===== config.mk =====
export PLATFORM = sky130hd
export DESIGN_NAME = bitserial_alu_seq_flat
export DESIGN_NICKNAME = d
export VERILOG_FILES = /design/src/rtl/bitserial_alu_seq_if.sv /design/src/rtl/bitserial_alu_seq.sv /design/src/flat_wrapper.sv
export SDC_FILE = /design/constraint.sdc
export NUM_CORES = 1
export LEC_CHECK = 0
export BUFFER_PORTS_ARGS = -buffer_cell sky130_fd_sc_hd__buf_2
export CAP_MARGIN = 0
export CELL_PAD_IN_SITES_DETAIL_PLACEMENT = 2
export CELL_PAD_IN_SITES_GLOBAL_PLACEMENT = 2
export CORE_AREA = 2 2 139 114
export DETAILED_ROUTE_END_ITERATION = 6
export DIE_AREA = 0 0 141 116
export PLACE_DENSITY = 0.91
export SKIP_CTS_REPAIR_TIMING = 1
export SYNTH_ARGS = -nofsm -noshare
export SYNTH_HDL_FRONTEND = slang
export SYNTH_SLANG_ARGS = --single-unit

===== constraint.sdc =====
create_clock -name i_clk -period 2.1 [get_ports i_clk]
set_input_delay 0.42 -clock i_clk [delete_from_list [all_inputs] [get_ports i_clk]]
set_output_delay 0.42 -clock i_clk [all_outputs]
set_load 0.02 [all_outputs]

===== src/rtl/bitserial_alu_seq_if.sv =====
// Request/response bundle for the bit-serial ALU sequencer.
// The control FSM is the master; the sequencer is the slave.
interface bitserial_alu_seq_if #(
   parameter int WIDTH = 32
);
   logic             start;
   logic [2:0]       op;
   logic [WIDTH-1:0] a;
   logic [WIDTH-1:0] b;
   logic             busy;
   logic             done;
   logic [WIDTH-1:0] result;
   logic             carryout;
   logic             overflow;
   logic             zero;

   modport master (
      output start, op, a, b,
      input  busy, done, result, carryout, overflow, zero
   );

   modport slave (
      input  start, op, a, b,
      output busy, done, result, carryout, overflow, zero
   );
endinterface


===== src/rtl/bitserial_alu_seq.sv =====
// Bit-serial ALU sequencer: a single one-bit ALU slice walks the operands LSB-first,
// holding the running carry in a flop, and reports result and flags after WIDTH+1 cycles.
module bitserial_alu_seq #(
   parameter int WIDTH = 32
) (
   input  logic                i_clk,
   input  logic                i_reset,
   bitserial_alu_seq_if.slave  bus
);
   localparam int CW = $clog2(WIDTH);

   localparam logic [2:0] OP_ADD  = 3'd0;
   localparam logic [2:0] OP_SUB  = 3'd1;
   localparam logic [2:0] OP_XOR  = 3'd2;
   localparam logic [2:0] OP_SLT  = 3'd3;
   localparam logic [2:0] OP_AND  = 3'd4;
   localparam logic [2:0] OP_NAND = 3'd5;
   localparam logic [2:0] OP_NOR  = 3'd6;
   localparam logic [2:0] OP_OR   = 3'd7;

   typedef enum logic [1:0] {
      ST_IDLE,
      ST_RUN,
      ST_FIN
   } state_t;

   state_t           r_state;
   logic [WIDTH-1:0] r_a;
   logic [WIDTH-1:0] r_b;
   logic [WIDTH-1:0] r_result;
   logic [2:0]       r_op;
   logic [CW-1:0]    r_count;
   logic             r_carry;
   logic             r_cmsb;
   logic             r_busy;
   logic             r_done;
   logic             r_carryout;
   logic             r_overflow;
   logic             r_zero;

   logic             w_isSub;
   logic             w_isArith;
   logic             w_bBit;
   logic             w_cin;
   logic             w_sum;
   logic             w_cout;
   logic             w_slice;
   logic             w_overflow;
   logic [WIDTH-1:0] w_final;

   // One-bit slice; logic ops see a zero carry-in and use the raw B bit.
   always_comb begin
      w_isSub   = (r_op == OP_SUB) || (r_op == OP_SLT);
      w_isArith = w_isSub || (r_op == OP_ADD);
      w_bBit    = r_b[0] ^ w_isSub;
      w_cin     = r_carry & w_isArith;
      w_sum     = r_a[0] ^ w_bBit ^ w_cin;
      w_cout    = (r_a[0] & w_bBit) | (w_cin & (r_a[0] ^ w_bBit));
      w_slice   = 1'b0;
      case (r_op)
         OP_ADD, OP_SUB, OP_SLT: w_slice = w_sum;
         OP_XOR:                 w_slice = r_a[0] ^ r_b[0];
         OP_AND:                 w_slice = r_a[0] & r_b[0];
         OP_NAND:                w_slice = ~(r_a[0] & r_b[0]);
         OP_NOR:                 w_slice = ~(r_a[0] | r_b[0]);
         OP_OR:                  w_slice = r_a[0] | r_b[0];
         default:                w_slice = 1'b0;
      endcase
   end

   // Signed less-than is the difference's sign corrected by overflow.
   always_comb begin
      w_overflow = w_isArith & (r_cmsb ^ r_carry);
      w_final    = r_result;
      if (r_op == OP_SLT) begin
         w_final = {{(WIDTH-1){1'b0}}, r_result[WIDTH-1] ^ w_overflow};
      end
   end

   always_ff @(posedge i_clk) begin
      if (!i_reset) begin
         r_state    <= ST_IDLE;
         r_a        <= '0;
         r_b        <= '0;
         r_result   <= '0;
         r_op       <= OP_ADD;
         r_count    <= '0;
         r_carry    <= 1'b0;
         r_cmsb     <= 1'b0;
         r_busy     <= 1'b0;
         r_done     <= 1'b0;
         r_carryout <= 1'b0;
         r_overflow <= 1'b0;
         r_zero     <= 1'b0;
      end else begin
         case (r_state)
            ST_IDLE: begin
               r_done <= 1'b0;
               if (bus.start) begin
                  r_a     <= bus.a;
                  r_b     <= bus.b;
                  r_op    <= bus.op;
                  r_count <= '0;
                  r_carry <= (bus.op == OP_SUB) || (bus.op == OP_SLT);
                  r_busy  <= 1'b1;
                  r_state <= ST_RUN;
               end
            end
            ST_RUN: begin
               r_result <= {w_slice, r_result[WIDTH-1:1]};
               r_a      <= {1'b0, r_a[WIDTH-1:1]};
               r_b      <= {1'b0, r_b[WIDTH-1:1]};
               r_carry  <= w_cout;
               r_count  <= r_count + 1'b1;
               if (r_count == CW'(WIDTH-1)) begin
                  r_cmsb  <= w_cin;
                  r_state <= ST_FIN;
               end
            end
            ST_FIN: begin
               r_result   <= w_final;
               r_carryout <= w_isArith & r_carry;
               r_overflow <= w_overflow;
               r_zero     <= (w_final == '0);
               r_done     <= 1'b1;
               r_busy     <= 1'b0;
               r_state    <= ST_IDLE;
            end
            default: begin
               r_state <= ST_IDLE;
               r_busy  <= 1'b0;
               r_done  <= 1'b0;
            end
         endcase
      end
   end

   assign bus.busy     = r_busy;
   assign bus.done     = r_done;
   assign bus.result   = r_result;
   assign bus.carryout = r_carryout;
   assign bus.overflow = r_overflow;
   assign bus.zero     = r_zero;
endmodule


===== src/flat_wrapper.sv =====
// flat-port wrapper written by rule: the top's interface ports become plain ports
module bitserial_alu_seq_flat 
#(
   parameter int WIDTH = 32
)
  (i_clk, i_reset, bus_start, bus_op, bus_a, bus_b, bus_busy, bus_done, bus_result, bus_carryout, bus_overflow, bus_zero);
  bitserial_alu_seq_if #(.WIDTH(WIDTH)) bus_i ();
  input  logic i_clk;
  input  logic i_reset;
  input wire logic [$bits(bus_i.start)-1:0] bus_start;
  input wire logic [$bits(bus_i.op)-1:0] bus_op;
  input wire logic [$bits(bus_i.a)-1:0] bus_a;
  input wire logic [$bits(bus_i.b)-1:0] bus_b;
  output wire logic [$bits(bus_i.busy)-1:0] bus_busy;
  output wire logic [$bits(bus_i.done)-1:0] bus_done;
  output wire logic [$bits(bus_i.result)-1:0] bus_result;
  output wire logic [$bits(bus_i.carryout)-1:0] bus_carryout;
  output wire logic [$bits(bus_i.overflow)-1:0] bus_overflow;
  output wire logic [$bits(bus_i.zero)-1:0] bus_zero;
  assign bus_i.start = bus_start;
  assign bus_i.op = bus_op;
  assign bus_i.a = bus_a;
  assign bus_i.b = bus_b;
  assign bus_busy = bus_i.busy;
  assign bus_done = bus_i.done;
  assign bus_result = bus_i.result;
  assign bus_carryout = bus_i.carryout;
  assign bus_overflow = bus_i.overflow;
  assign bus_zero = bus_i.zero;
  bitserial_alu_seq #(.WIDTH(WIDTH)) u_core (.i_clk(i_clk), .i_reset(i_reset), .bus(bus_i));
endmodule

# --- Yosys cells after proc, flatten, opt, wreduce, memory -nomap -nowiden ---
# Index checks and enable logic that the tools add are counted.
op_classes:
  n_eq_ne: 14
  muxes: 17
  n_reduce_logical: 14
  bitwise: 16
  add_sub_neg: 1
op_table:
  columns: ["op", "count"]
  rows:
  - ["$pmux 32 s2", 3]
  - ["$mux 32", 3]
  - ["$logic_not 32->1", 1]
  - ["$eq 3x3->1 const B", 4]
  - ["$pmux 5 s2", 1]
  - ["$reduce_and 2->1", 5]
  - ["$eq 3x2->1 const B", 3]
  - ["$eq 3x1->1 const B", 2]
  - ["$pmux 1 s2", 3]
  - ["$pmux 1 s6", 1]
  - ["$xor 1x1->1", 6]
  - ["$add 5x1->5 const B", 1]
  - ["$and 1x1->1", 5]
  - ["$eq 5x5->1 const B", 1]
  - ["$mux 5", 1]
  - ["$mux 2", 2]
  - ["$pmux 2 s2", 1]
  - ["$reduce_bool 2->1", 2]
  - ["$logic_not 3->1", 1]
  - ["$logic_or 1x1->1", 3]
  - ["$not 1->1", 3]
  - ["$reduce_or 3->1", 1]
  - ["$eq 2x1->1 const B", 1]
  - ["$eq 2x2->1 const B", 1]
  - ["other kinds (5)", 7]
word_totals:
  regBits: 113
  word_cells: 75
  output_inout_bits: 37
  in_bits: 70

# --- Longest topological paths before layout ---
# Gate-level depths: netlist of run 1.
depth:
  depth_word: 7
  depth_mapped: 8
  depth_no_buf: 7

# --- Worst setup path after synthesis of run 1 ---
# OpenSTA, ideal clock, no wires.
synth_timing:
  path_kind: "reg-to-reg"
  start: "reg u_core.r_op[1]"
  end: "reg u_core.r_result[31], in the netlist u_core.bus.result[31]"
  setup_ns: 0.070
  path_stages_with_launch: 8
  required_ns: 2.030
  path_slack_ns: 0.459
  n_path_buf: 0
  period_less_slack_ns: 1.641
  arrival_ns: 1.571
  cell_sequence: "dfxtp_1 nor2b_1 nor2_1 nand2_1 fa_1 o211ai_1 o211ai_1 a21oi_1"
synth_between:
  elab_chain_len: 7
  elab_cells_between_ends: 18
  cone_classes: "eq/ne (7); mux (3); bitwise (4); reduce/logical (4)"
synth_lines:
  columns: ["item", "line_no", "source"]
  rows:
  - ["from (decl)", "bitserial_alu_seq.sv:31", "logic [2:0] r_op;"]
  - ["from (signal assigned)", "bitserial_alu_seq.sv:102", "r_op <= bus.op;"]
  - ["$eq 3x1->1 or $eq 3x2->1 (tied branches)", "bitserial_alu_seq.sv:53, bitserial_alu_seq.sv:60, bitserial_alu_seq.sv:75", null]
  - ["$logic_or 1x1->1", "bitserial_alu_seq.sv:53", "w_isSub = (r_op == OP_SUB) || (r_op == OP_SLT);"]
  - ["$xor 1x1->1 or $logic_or 1x1->1 (tied branches)", "bitserial_alu_seq.sv:55, bitserial_alu_seq.sv:54", null]
  - ["$xor 1x1->1 or $and 1x1->1 (tied branches)", "bitserial_alu_seq.sv:57, bitserial_alu_seq.sv:56", null]
  - ["$xor 1x1->1", "bitserial_alu_seq.sv:57", "w_sum = r_a[0] ^ w_bBit ^ w_cin;"]
  - ["$pmux 1 s6", "bitserial_alu_seq.sv:60", "case (r_op)"]
  - ["$pmux 32 s2 *", "bitserial_alu_seq.sv:96", "case (r_state)"]
  - ["to (signal assigned)", "bitserial_alu_seq.sv:110", "r_result <= {w_slice, r_result[WIDTH-1:1]};"]
  - ["to (signal assigned)", "bitserial_alu_seq.sv:121", "r_result <= w_final;"]
  - ["to (decl)", "bitserial_alu_seq.sv:30", "logic [WIDTH-1:0] r_result;"]
# Every way passes the cells marked *; elsewhere a longest branch is shown, timed or not.
# A chain may end at the register's enable or synchronous reset.

# --- Worst setup path after layout of run 1 ---
layout_timing:
  start: "reg u_core.r_state[1]"
  end: "reg u_core.r_b[1]"
layout_between:
  elab_chain_len: 3
  elab_cells_between_ends: 6
  cone_classes: "eq/ne (2); mux (1); reduce/logical (3)"
layout_lines:
  columns: ["item", "line_no", "source"]
  rows:
  - ["from (decl)", "bitserial_alu_seq.sv:27", "state_t r_state;"]
  - ["from (signal assigned)", "bitserial_alu_seq.sv:82", "r_state <= ST_IDLE;"]
  - ["from (signal assigned)", "bitserial_alu_seq.sv:106", "r_state <= ST_RUN;"]
  - ["from (signal assigned)", "bitserial_alu_seq.sv:117", "r_state <= ST_FIN;"]
  - ["$eq 2x1->1 or $logic_not 2->1 (tied branches)", "bitserial_alu_seq.sv:96", null]
  - ["$reduce_bool 2->1 (no source line) or $ne 2x2->1 (tied branches)", null, null]
  - ["$reduce_and 2->1 (no source line)", null, null]
  - ["to (signal assigned)", "bitserial_alu_seq.sv:101", "r_b <= bus.b;"]
  - ["to (signal assigned)", "bitserial_alu_seq.sv:112", "r_b <= {1'b0, r_b[WIDTH-1:1]};"]
  - ["to (decl)", "bitserial_alu_seq.sv:29", "logic [WIDTH-1:0] r_b;"]
# Parallel ways exist; a longest one is shown, timed or not.

==> run_summary.xml, run 1 <==
<?xml version="1.0" encoding="UTF-8"?>
<metrics>
  <group name="run_status">
    <metric name="status" unit="">finished, final reports clean</metric>
  </group>
  <group name="synthesis">
    <metric name="synth_mux_area_share" unit="%">13.1</metric>
    <metric name="synth-edff-count" unit="">0</metric>
    <metric name="synth.net_count" unit="">600</metric>
    <metric name="synth_cell_types" unit="">39</metric>
    <metric name="synth_compound_area_share" unit="%">18.8</metric>
    <metric name="synth_async_reset_ratio" unit="%">0</metric>
    <metric name="postSynthAreaPerCell" unit="µm²">9.35</metric>
    <metric name="dominant_combinational_cell_family_by_area_after_synthesis" unit="">compound AO/OA/AOI/OAI gates</metric>
    <metric name="post_synth_inst_count" unit="">522</metric>
    <metric name="synth_simple_gate_area_share" unit="%">13.6</metric>
    <metric name="number_of_warnings_reported_in_the_yosys_synthesis_log" unit="">0</metric>
    <metric name="synth_seq_cells" unit="">113</metric>
    <metric name="synthXorXnorAreaFrac" unit="%">0.718</metric>
    <metric name="ys_seq_area_share" unit="%">46.4</metric>
    <metric name="main_flop_type_after_synthesis" unit="">sky130_fd_sc_hd__dfxtp_1</metric>
    <metric name="netlist_area" unit="µm²">4880</metric>
    <metric name="fraction_of_the_mapped_netlist_area_in_adder_cells" unit="%">2.21</metric>
  </group>
  <group name="setup_path">
    <metric name="worstSetupPathType" unit="">reg2reg</metric>
    <metric name="critPathBufInv" unit="">2</metric>
    <metric name="rr_worst_depth" unit="">7</metric>
    <metric name="timing.critical_path.slowest_cell_delay" unit="ns">0.33</metric>
    <metric name="critPathRequiredTime" unit="ns">2.41</metric>
    <metric name="critPathLaunchType" unit="">flip-flop</metric>
    <metric name="r2r_slack" unit="ns">0.21</metric>
    <metric name="cp_slowest_cell" unit="">sky130_fd_sc_hd__dfxtp_1</metric>
    <metric name="worst_r2r_startpoint" unit="">u_core.r_state[1]</metric>
    <metric name="timing.critical_path.from" unit="">u_core.r_state[1]</metric>
    <metric name="path_delay_family" unit="">buffers and inverters</metric>
    <metric name="end_kind" unit="">flip-flop</metric>
    <metric name="data_arrival_critical_path" unit="ns">2.20</metric>
    <metric name="worst_path_cell_trace" unit="">inv_1, ha_2, nand2_1, o21ai_4, buf_12, nor2_1, a211oi_1</metric>
    <metric name="worst-path-max-fanout" unit="">66</metric>
    <metric name="crit-reg2reg-capture" unit="">u_core.r_b[1]</metric>
  </group>
  <group name="global_routing">
    <metric name="wire_length_of_the_first_global_routing_pass" unit="µm">25600</metric>
    <metric name="via_count_of_the_first_global_routing_pass" unit="">4875</metric>
    <metric name="groute.usage.overall" unit="%">20.1</metric>
    <metric name="maximum_number_of_pins_on_one_net_before_global_route_repair" unit="">67</metric>
    <metric name="globalRoute.totalOverflow" unit="">0</metric>
    <metric name="grt_antenna_before_repair" unit="">2</metric>
  </group>
  <group name="floorplan">
    <metric name="rows" unit="">40</metric>
    <metric name="boundaryPins" unit="">107</metric>
    <metric name="die_w" unit="µm">141</metric>
    <metric name="dieHeight" unit="µm">116</metric>
    <metric name="initial_core_utilization" unit="%">32.8</metric>
    <metric name="placeableCoreArea" unit="µm²">14900</metric>
    <metric name="die_area" unit="µm²">16400</metric>
  </group>
  <group name="power">
    <metric name="p_leak" unit="nW">2.52</metric>
    <metric name="cellPowerDensity" unit="nW/µm²">976</metric>
    <metric name="vdd_drop_max" unit="V">0.000580</metric>
  </group>
  <group name="detailed_routing">
    <metric name="vias_post_dr" unit="">4378</metric>
    <metric name="routed_wl" unit="µm">15600</metric>
    <metric name="routed_via_density" unit="">5.37</metric>
    <metric name="routedWlPerCell" unit="µm">19.1</metric>
    <metric name="dr.pass1.iters" unit="">4</metric>
    <metric name="detail-route-antenna-nets" unit="">0</metric>
    <metric name="drt_first_iter_violations" unit="">211</metric>
    <metric name="post-route-drc-count" unit="">0</metric>
  </group>
  <group name="placement">
    <metric name="numPortBuffers" unit="">106</metric>
    <metric name="hpwlAfterDp" unit="µm">10300</metric>
    <metric name="gp_routability_congestion" unit="">0.787</metric>
  </group>
  <group name="sta">
    <metric name="post-route-period-util" unit="%">90.0</metric>
    <metric name="worstMarginPinSlew" unit="ns">0.623</metric>
    <metric name="slew_viol_final" unit="">0</metric>
    <metric name="slew_headroom" unit="%">58.0</metric>
    <metric name="maximum_clock_skew_at_final_layout" unit="ns">0.00534</metric>
    <metric name="finalSetupTns" unit="ns">0</metric>
    <metric name="endpoints_failing_hold" unit="">0</metric>
    <metric name="final_period_minus_worst_setup_slack" unit="ns">1.89</metric>
    <metric name="hold_slack" unit="ns">0.305</metric>
    <metric name="fmaxAchievable" unit="MHz">529</metric>
    <metric name="grt_setup_unrepaired" unit="">no</metric>
    <metric name="report.final.setup_viol" unit="">0</metric>
  </group>
  <group name="cts">
    <metric name="cts.reportedPaths.clkPinSlew" unit="ns">0.05</metric>
    <metric name="clk_latency" unit="ns">0.42</metric>
    <metric name="cts.path.max_buffers" unit="">2</metric>
    <metric name="cts_max_level" unit="">4</metric>
    <metric name="clockRootBuffer" unit="">sky130_fd_sc_hd__clkbuf_16</metric>
    <metric name="clock_sinks" unit="">113</metric>
    <metric name="tritoncts.num_buffers" unit="">17</metric>
    <metric name="tritoncts" unit="">built</metric>
  </group>
  <group name="flow_run">
    <metric name="maxCapViolCount" unit="">0</metric>
  </group>
  <group name="layout">
    <metric name="layout-drive-gt1-share" unit="%">24.7</metric>
    <metric name="area_growth_syn_to_layout" unit="%">26.2</metric>
    <metric name="final-seq-area" unit="µm²">2260</metric>
    <metric name="antenna-diode-count" unit="">0</metric>
    <metric name="number_of_nets_in_the_finished_design" unit="">694</metric>
    <metric name="layout.cells.most_common" unit="">sky130_fd_sc_hd__dfxtp_1</metric>
    <metric name="layout.filler_cells" unit="">1614</metric>
    <metric name="final_util" unit="%">41.4</metric>
    <metric name="multi_input_area" unit="µm²">2390</metric>
    <metric name="most-common-layout-cells" unit="">sky130_fd_sc_hd__dfxtp_1 (113), sky130_fd_sc_hd__buf_2 (106), sky130_fd_sc_hd__nor2_1 (103)</metric>
  </group>
  <group name="hold_path">
    <metric name="min_delay_worst_endpoint" unit="">u_core.r_op[2]</metric>
    <metric name="min_path_cells" unit="">3</metric>
    <metric name="min_path_type" unit="">in2reg</metric>
    <metric name="hold_path_startpoint" unit="">bus_op[2]</metric>
  </group>
</metrics>
## logic make-up (layout without fill, tap and decap cells)
group / Yosys count / in the layout
flops: 113 / 113
compound gates: 126 / 126
buf+inv: 53 / 158
fa+ha+maj: 8 / 8
mux: 64 / 64
xor+xnor: 4 / 4
simple gates: 154 / 154
## how the worst max path moves through the flow
stage	slack, ns	end	cells after the start
floorplan	0.46	u_core.bus.result[31]	7
global placement	0.32	u_core.bus.result[31]	7
detailed placement	0.14	u_core.r_a[7]	7
CTS	0.11	u_core.r_b[1]	7
global route	0.03	u_core.bus.result[31]	7
finish	0.21	u_core.r_b[1]	7
## report_power, final
part           switching [mW]  internal [mW]  total, mW
Combinational           0.498          0.351      0.849
Sequential              0.107           2.31       2.41
Clock                   0.988           1.76       2.75
## metal layers
layer  vias to the layer above  track usage, %  wire length [µm]
met5                         -               0                11
met1                      2196            23.0              6820
li1                       2076               -                 -
met2                        75            35.7              7880
met3                        29            6.07               636
met4                         2            7.53               266
## through the flow
stage	total power, mW	instance area (µm²)	instances	worst slack [ns]
6_report	6.01	6160	816	0.211
5_1_grt	6.31	6160	816	0.0328
2_1_floorplan	3.02	4880	522	0.459
4_1_cts	6.08	6150	815	0.108
3_3_place_gp	3.22	5590	785	0.318
3_5_place_dp	3.30	5590	785	0.145
## flip-flops by register name (all words and copies together) (netlist names), 2 cells and up
name and count:
u_core.r_b 32, u_core.r_op 3, u_core.r_state 2, u_core.r_a 32, u_core.r_count 5, u_core.bus.result 32
## synthesized netlist by cell type (2+ instances only)
| master | instances | area, µm² |
|---|---|---|
| sky130_fd_sc_hd__buf_2 | 19 | 95.1 |
| sky130_fd_sc_hd__nand2_1 | 12 | 45.0 |
| sky130_fd_sc_hd__a22oi_1 | 30 | 225 |
| sky130_fd_sc_hd__inv_1 | 9 | 33.8 |
| sky130_fd_sc_hd__nor3_1 | 3 | 15.0 |
| sky130_fd_sc_hd__dfxtp_1 | 113 | 2260 |
| sky130_fd_sc_hd__nand2b_1 | 4 | 25.0 |
| sky130_fd_sc_hd__clkbuf_1 | 18 | 67.6 |
| sky130_fd_sc_hd__nand3b_1 | 3 | 22.5 |
| sky130_fd_sc_hd__a211oi_1 | 65 | 488 |
| sky130_fd_sc_hd__nor2b_1 | 4 | 25.0 |
| sky130_fd_sc_hd__clkbuf_4 | 3 | 22.5 |
| sky130_fd_sc_hd__o21ai_0 | 3 | 15.0 |
| sky130_fd_sc_hd__nand4_1 | 5 | 31.3 |
| sky130_fd_sc_hd__a21oi_1 | 15 | 75.1 |
| sky130_fd_sc_hd__mux2i_1 | 64 | 641 |
| sky130_fd_sc_hd__o211ai_1 | 2 | 15.0 |
| sky130_fd_sc_hd__nand3_1 | 7 | 35.0 |
| sky130_fd_sc_hd__a32oi_1 | 2 | 17.5 |
| sky130_fd_sc_hd__buf_4 | 2 | 15.0 |
| sky130_fd_sc_hd__nor2_1 | 104 | 390 |
| sky130_fd_sc_hd__nor4_1 | 8 | 50.1 |
| sky130_fd_sc_hd__xnor2_1 | 3 | 26.3 |
| sky130_fd_sc_hd__and3_1 | 3 | 18.8 |
| sky130_fd_sc_hd__ha_1 | 7 | 87.6 |
## worst reg2reg max path: stages, from the launching register on
cell	delay [ns]
sky130_fd_sc_hd__dfxtp_1	0.33
sky130_fd_sc_hd__inv_1	0.13
sky130_fd_sc_hd__ha_2	0.31
sky130_fd_sc_hd__nand2_1	0.19
sky130_fd_sc_hd__o21ai_4	0.14
sky130_fd_sc_hd__buf_12	0.30
sky130_fd_sc_hd__nor2_1	0.11
sky130_fd_sc_hd__a211oi_1	0.28
## layout make-up
cell class              count  share of cell area [%]
multi-input cells         356                    38.8
repair buffers            118                    10.9
inverters                  10                   0.630
well taps                 189                    3.84
flip-flops and latches    113                    36.7
clock buffers              25                    8.21
clock inverters             5                   0.853
(Power assumes the default switching activity.)
==> run 2, diff against run 1 <==
Settings changed: CELL_PAD_IN_SITES_DETAIL_PLACEMENT 2 to default, CELL_PAD_IN_SITES_GLOBAL_PLACEMENT 2 to default, CORE_AREA 2 2 139 114 to 2 2 110 91, DIE_AREA 0 0 141 116 to 0 0 112 93, PLACE_DENSITY 0.91 to 0.9.
==> run 2 against run 1 <==
  * Setup slack worse by 0.0031 ns
  * Combinational power is 5.8% lower
  * Clock skew is 0.0021 ns higher
  * Non-clock buffer count is 1 lower
==> run_summary.xml, run 2 (synthesis results as in run 1) <==
<?xml version="1.0" encoding="UTF-8"?>
<metrics>
  <group name="run_status">
    <metric name="status" unit="">finished, final reports clean</metric>
  </group>
  <group name="setup_path">
    <metric name="critPathBufInv" unit="">0</metric>
    <metric name="timing.critical_path.from" unit="">u_core.r_op[0]</metric>
    <metric name="critPathLaunchType" unit="">flip-flop</metric>
    <metric name="end_kind" unit="">flip-flop</metric>
    <metric name="worst_path_cell_trace" unit="">nor2b_1, nor2_1, nand2_1, fa_1, o211ai_1, o211ai_1, a21oi_1</metric>
    <metric name="worst_r2r_startpoint" unit="">u_core.r_op[0]</metric>
    <metric name="timing.critical_path.slowest_cell_delay" unit="ns">0.47</metric>
    <metric name="cp_slowest_cell" unit="">sky130_fd_sc_hd__fa_1</metric>
    <metric name="path_delay_family" unit="">adder cells</metric>
    <metric name="data_arrival_critical_path" unit="ns">2.22</metric>
    <metric name="worst-path-max-fanout" unit="">6</metric>
    <metric name="worstSetupPathType" unit="">reg2reg</metric>
    <metric name="critical-path-top-cell-by-count" unit="">sky130_fd_sc_hd__o211ai_1</metric>
    <metric name="critPathRequiredTime" unit="ns">2.43</metric>
  </group>
  <group name="placement">
    <metric name="placed_cells_incl_taps" unit="">715</metric>
    <metric name="numPortBuffers" unit="">106</metric>
    <metric name="post_dp_cell_area" unit="µm²">5500</metric>
    <metric name="hpwlAfterDp" unit="µm">7370</metric>
    <metric name="gp_routability_congestion" unit="">0.798</metric>
  </group>
  <group name="floorplan">
    <metric name="boundaryPins" unit="">107</metric>
    <metric name="initial_core_utilization" unit="%">52.1</metric>
    <metric name="die_w" unit="µm">112</metric>
    <metric name="rows" unit="">32</metric>
    <metric name="die_area" unit="µm²">10400</metric>
    <metric name="placeableCoreArea" unit="µm²">9370</metric>
    <metric name="dieHeight" unit="µm">93</metric>
  </group>
  <group name="cts">
    <metric name="tritoncts.num_buffers" unit="">17</metric>
    <metric name="tritoncts" unit="">built</metric>
    <metric name="clockRootBuffer" unit="">sky130_fd_sc_hd__clkbuf_16</metric>
    <metric name="cts.reportedPaths.clkPinSlew" unit="ns">0.05</metric>
    <metric name="cts_max_level" unit="">4</metric>
    <metric name="cts.path.max_buffers" unit="">2</metric>
    <metric name="clock_sinks" unit="">113</metric>
    <metric name="clk_latency" unit="ns">0.40</metric>
  </group>
  <group name="detailed_routing">
    <metric name="routedWlPerCell" unit="µm">15.0</metric>
    <metric name="routed_wl" unit="µm">11200</metric>
    <metric name="post-route-drc-count" unit="">0</metric>
    <metric name="vias_post_dr" unit="">4211</metric>
    <metric name="dr.pass1.iters" unit="">4</metric>
    <metric name="routed_via_density" unit="">5.64</metric>
    <metric name="detail-route-antenna-nets" unit="">0</metric>
    <metric name="drt_first_iter_violations" unit="">251</metric>
  </group>
  <group name="layout">
    <metric name="fin_area" unit="µm²">6130</metric>
    <metric name="layout-drive-gt1-share" unit="%">24.5</metric>
    <metric name="antenna-diode-count" unit="">0</metric>
    <metric name="area_growth_syn_to_layout" unit="%">25.7</metric>
    <metric name="number_of_nets_in_the_finished_design" unit="">693</metric>
    <metric name="layout.cells.most_common" unit="">sky130_fd_sc_hd__dfxtp_1</metric>
    <metric name="post_layout_nonfiller_instances" unit="">747</metric>
    <metric name="most-common-layout-cells" unit="">sky130_fd_sc_hd__dfxtp_1 (113), sky130_fd_sc_hd__buf_2 (106), sky130_fd_sc_hd__nor2_1 (104)</metric>
  </group>
  <group name="sta">
    <metric name="post-route-period-util" unit="%">90.1</metric>
    <metric name="grt_setup_unrepaired" unit="">no</metric>
    <metric name="fmaxAchievable" unit="MHz">528</metric>
    <metric name="slew_headroom" unit="%">54.8</metric>
    <metric name="worstMarginPinSlew" unit="ns">0.676</metric>
    <metric name="report.final.setup_viol" unit="">0</metric>
    <metric name="maximum_clock_skew_at_final_layout" unit="ns">0.00744</metric>
    <metric name="finalSetupTns" unit="ns">0</metric>
    <metric name="slew_viol_final" unit="">0</metric>
    <metric name="final_period_minus_worst_setup_slack" unit="ns">1.89</metric>
    <metric name="endpoints_failing_hold" unit="">0</metric>
  </group>
  <group name="power">
    <metric name="vdd_drop_max" unit="V">0.000606</metric>
    <metric name="p_leak" unit="nW">2.56</metric>
    <metric name="cellPowerDensity" unit="nW/µm²">1020</metric>
  </group>
  <group name="global_routing">
    <metric name="maximum_number_of_pins_on_one_net_before_global_route_repair" unit="">106</metric>
    <metric name="wire_length_of_the_first_global_routing_pass" unit="µm">18900</metric>
    <metric name="groute.usage.overall" unit="%">22.1</metric>
    <metric name="via_count_of_the_first_global_routing_pass" unit="">4108</metric>
    <metric name="grt_antenna_before_repair" unit="">0</metric>
    <metric name="globalRoute.totalOverflow" unit="">0</metric>
  </group>
  <group name="hold_path">
    <metric name="min_path_type" unit="">in2reg</metric>
    <metric name="hold_path_startpoint" unit="">bus_op[1]</metric>
  </group>
  <group name="flow_run">
    <metric name="maxCapViolCount" unit="">0</metric>
  </group>
</metrics>
[run 2: cell count changes in the layout (fill, tap and decap cells not counted)]
cell and change:
sky130_fd_sc_hd__clkbuf_8 -5, sky130_fd_sc_hd__bufinv_16 +4, sky130_fd_sc_hd__clkinv_2 +3, sky130_fd_sc_hd__buf_4 -1, sky130_fd_sc_hd__clkinv_4 +1, sky130_fd_sc_hd__clkinvlp_4 -1
sky130_fd_sc_hd__ha_1 +1, sky130_fd_sc_hd__ha_2 -1, sky130_fd_sc_hd__nor2_1 +1, sky130_fd_sc_hd__nor2_2 -1, sky130_fd_sc_hd__nor2b_2 -1, sky130_fd_sc_hd__nor2b_4 +1
[run 2: path summary, 6_finish.rpt]
kind / cells after the start / slack (ns) / to
max reg2reg: 7 / 0.21 / u_core.bus.result[31]
max: 7 / 0.21 / u_core.bus.result[31]
min reg2reg: 2 / 0.46 / u_core.bus.overflow
min: 3 / 0.30 / u_core.r_op[1]
[run 2: power by group]
part	switching, mW	internal [mW]
logic	0.450	0.350
registers	0.0951	2.31
clock network	0.950	2.09
total	1.49	4.75
[run 2: stage by stage]
stage / hold WS, ns / power [mW] / worst slack (ns) / util, %
final: 0.304 / 6.24 / 0.208 / 65.4
after CTS: 0.287 / 6.29 / -0.0626 / 65.4
after floorplan: 0.448 / 3.02 / 0.459 / -
after detailed placement: 0.455 / 3.23 / -0.0694 / 58.7
after global placement: 0.452 / 3.19 / 0.0765 / 58.7
after global routing: 0.308 / 6.50 / 0.0650 / 65.4
[run 2: routing by layer]
layer / routed length, µm / part of all wire, % / global-route usage (%) / vias up
li1: - / - / - / 2089
met1: 4830 / 43 / 26.4 / 1996
met2: 5640 / 50 / 37.2 / 108
met3: 565 / 5.0 / 5.90 / 18
met4: 212 / 1.9 / 10.9 / 0
met5: 0 / 0 / 0 / -
[run 2: layout make-up]
class,instances,area [µm²]
Fill cell,734,3240
Multi-Input combinational cell,356,2390
Timing Repair Buffer,117,663
Tap cell,119,149
Clock buffer,20,437
Sequential cell,113,2260
Inverter,10,38.8
Clock inverter,12,189
[run 2: tightest hold or removal path, delay by kind of cell]
kind                   cells  cell delay (ns)
AOI/OAI and AO/OA          1             0.06
and+or+nand+nor            1             0.07
buffers and inverters      1             0.10
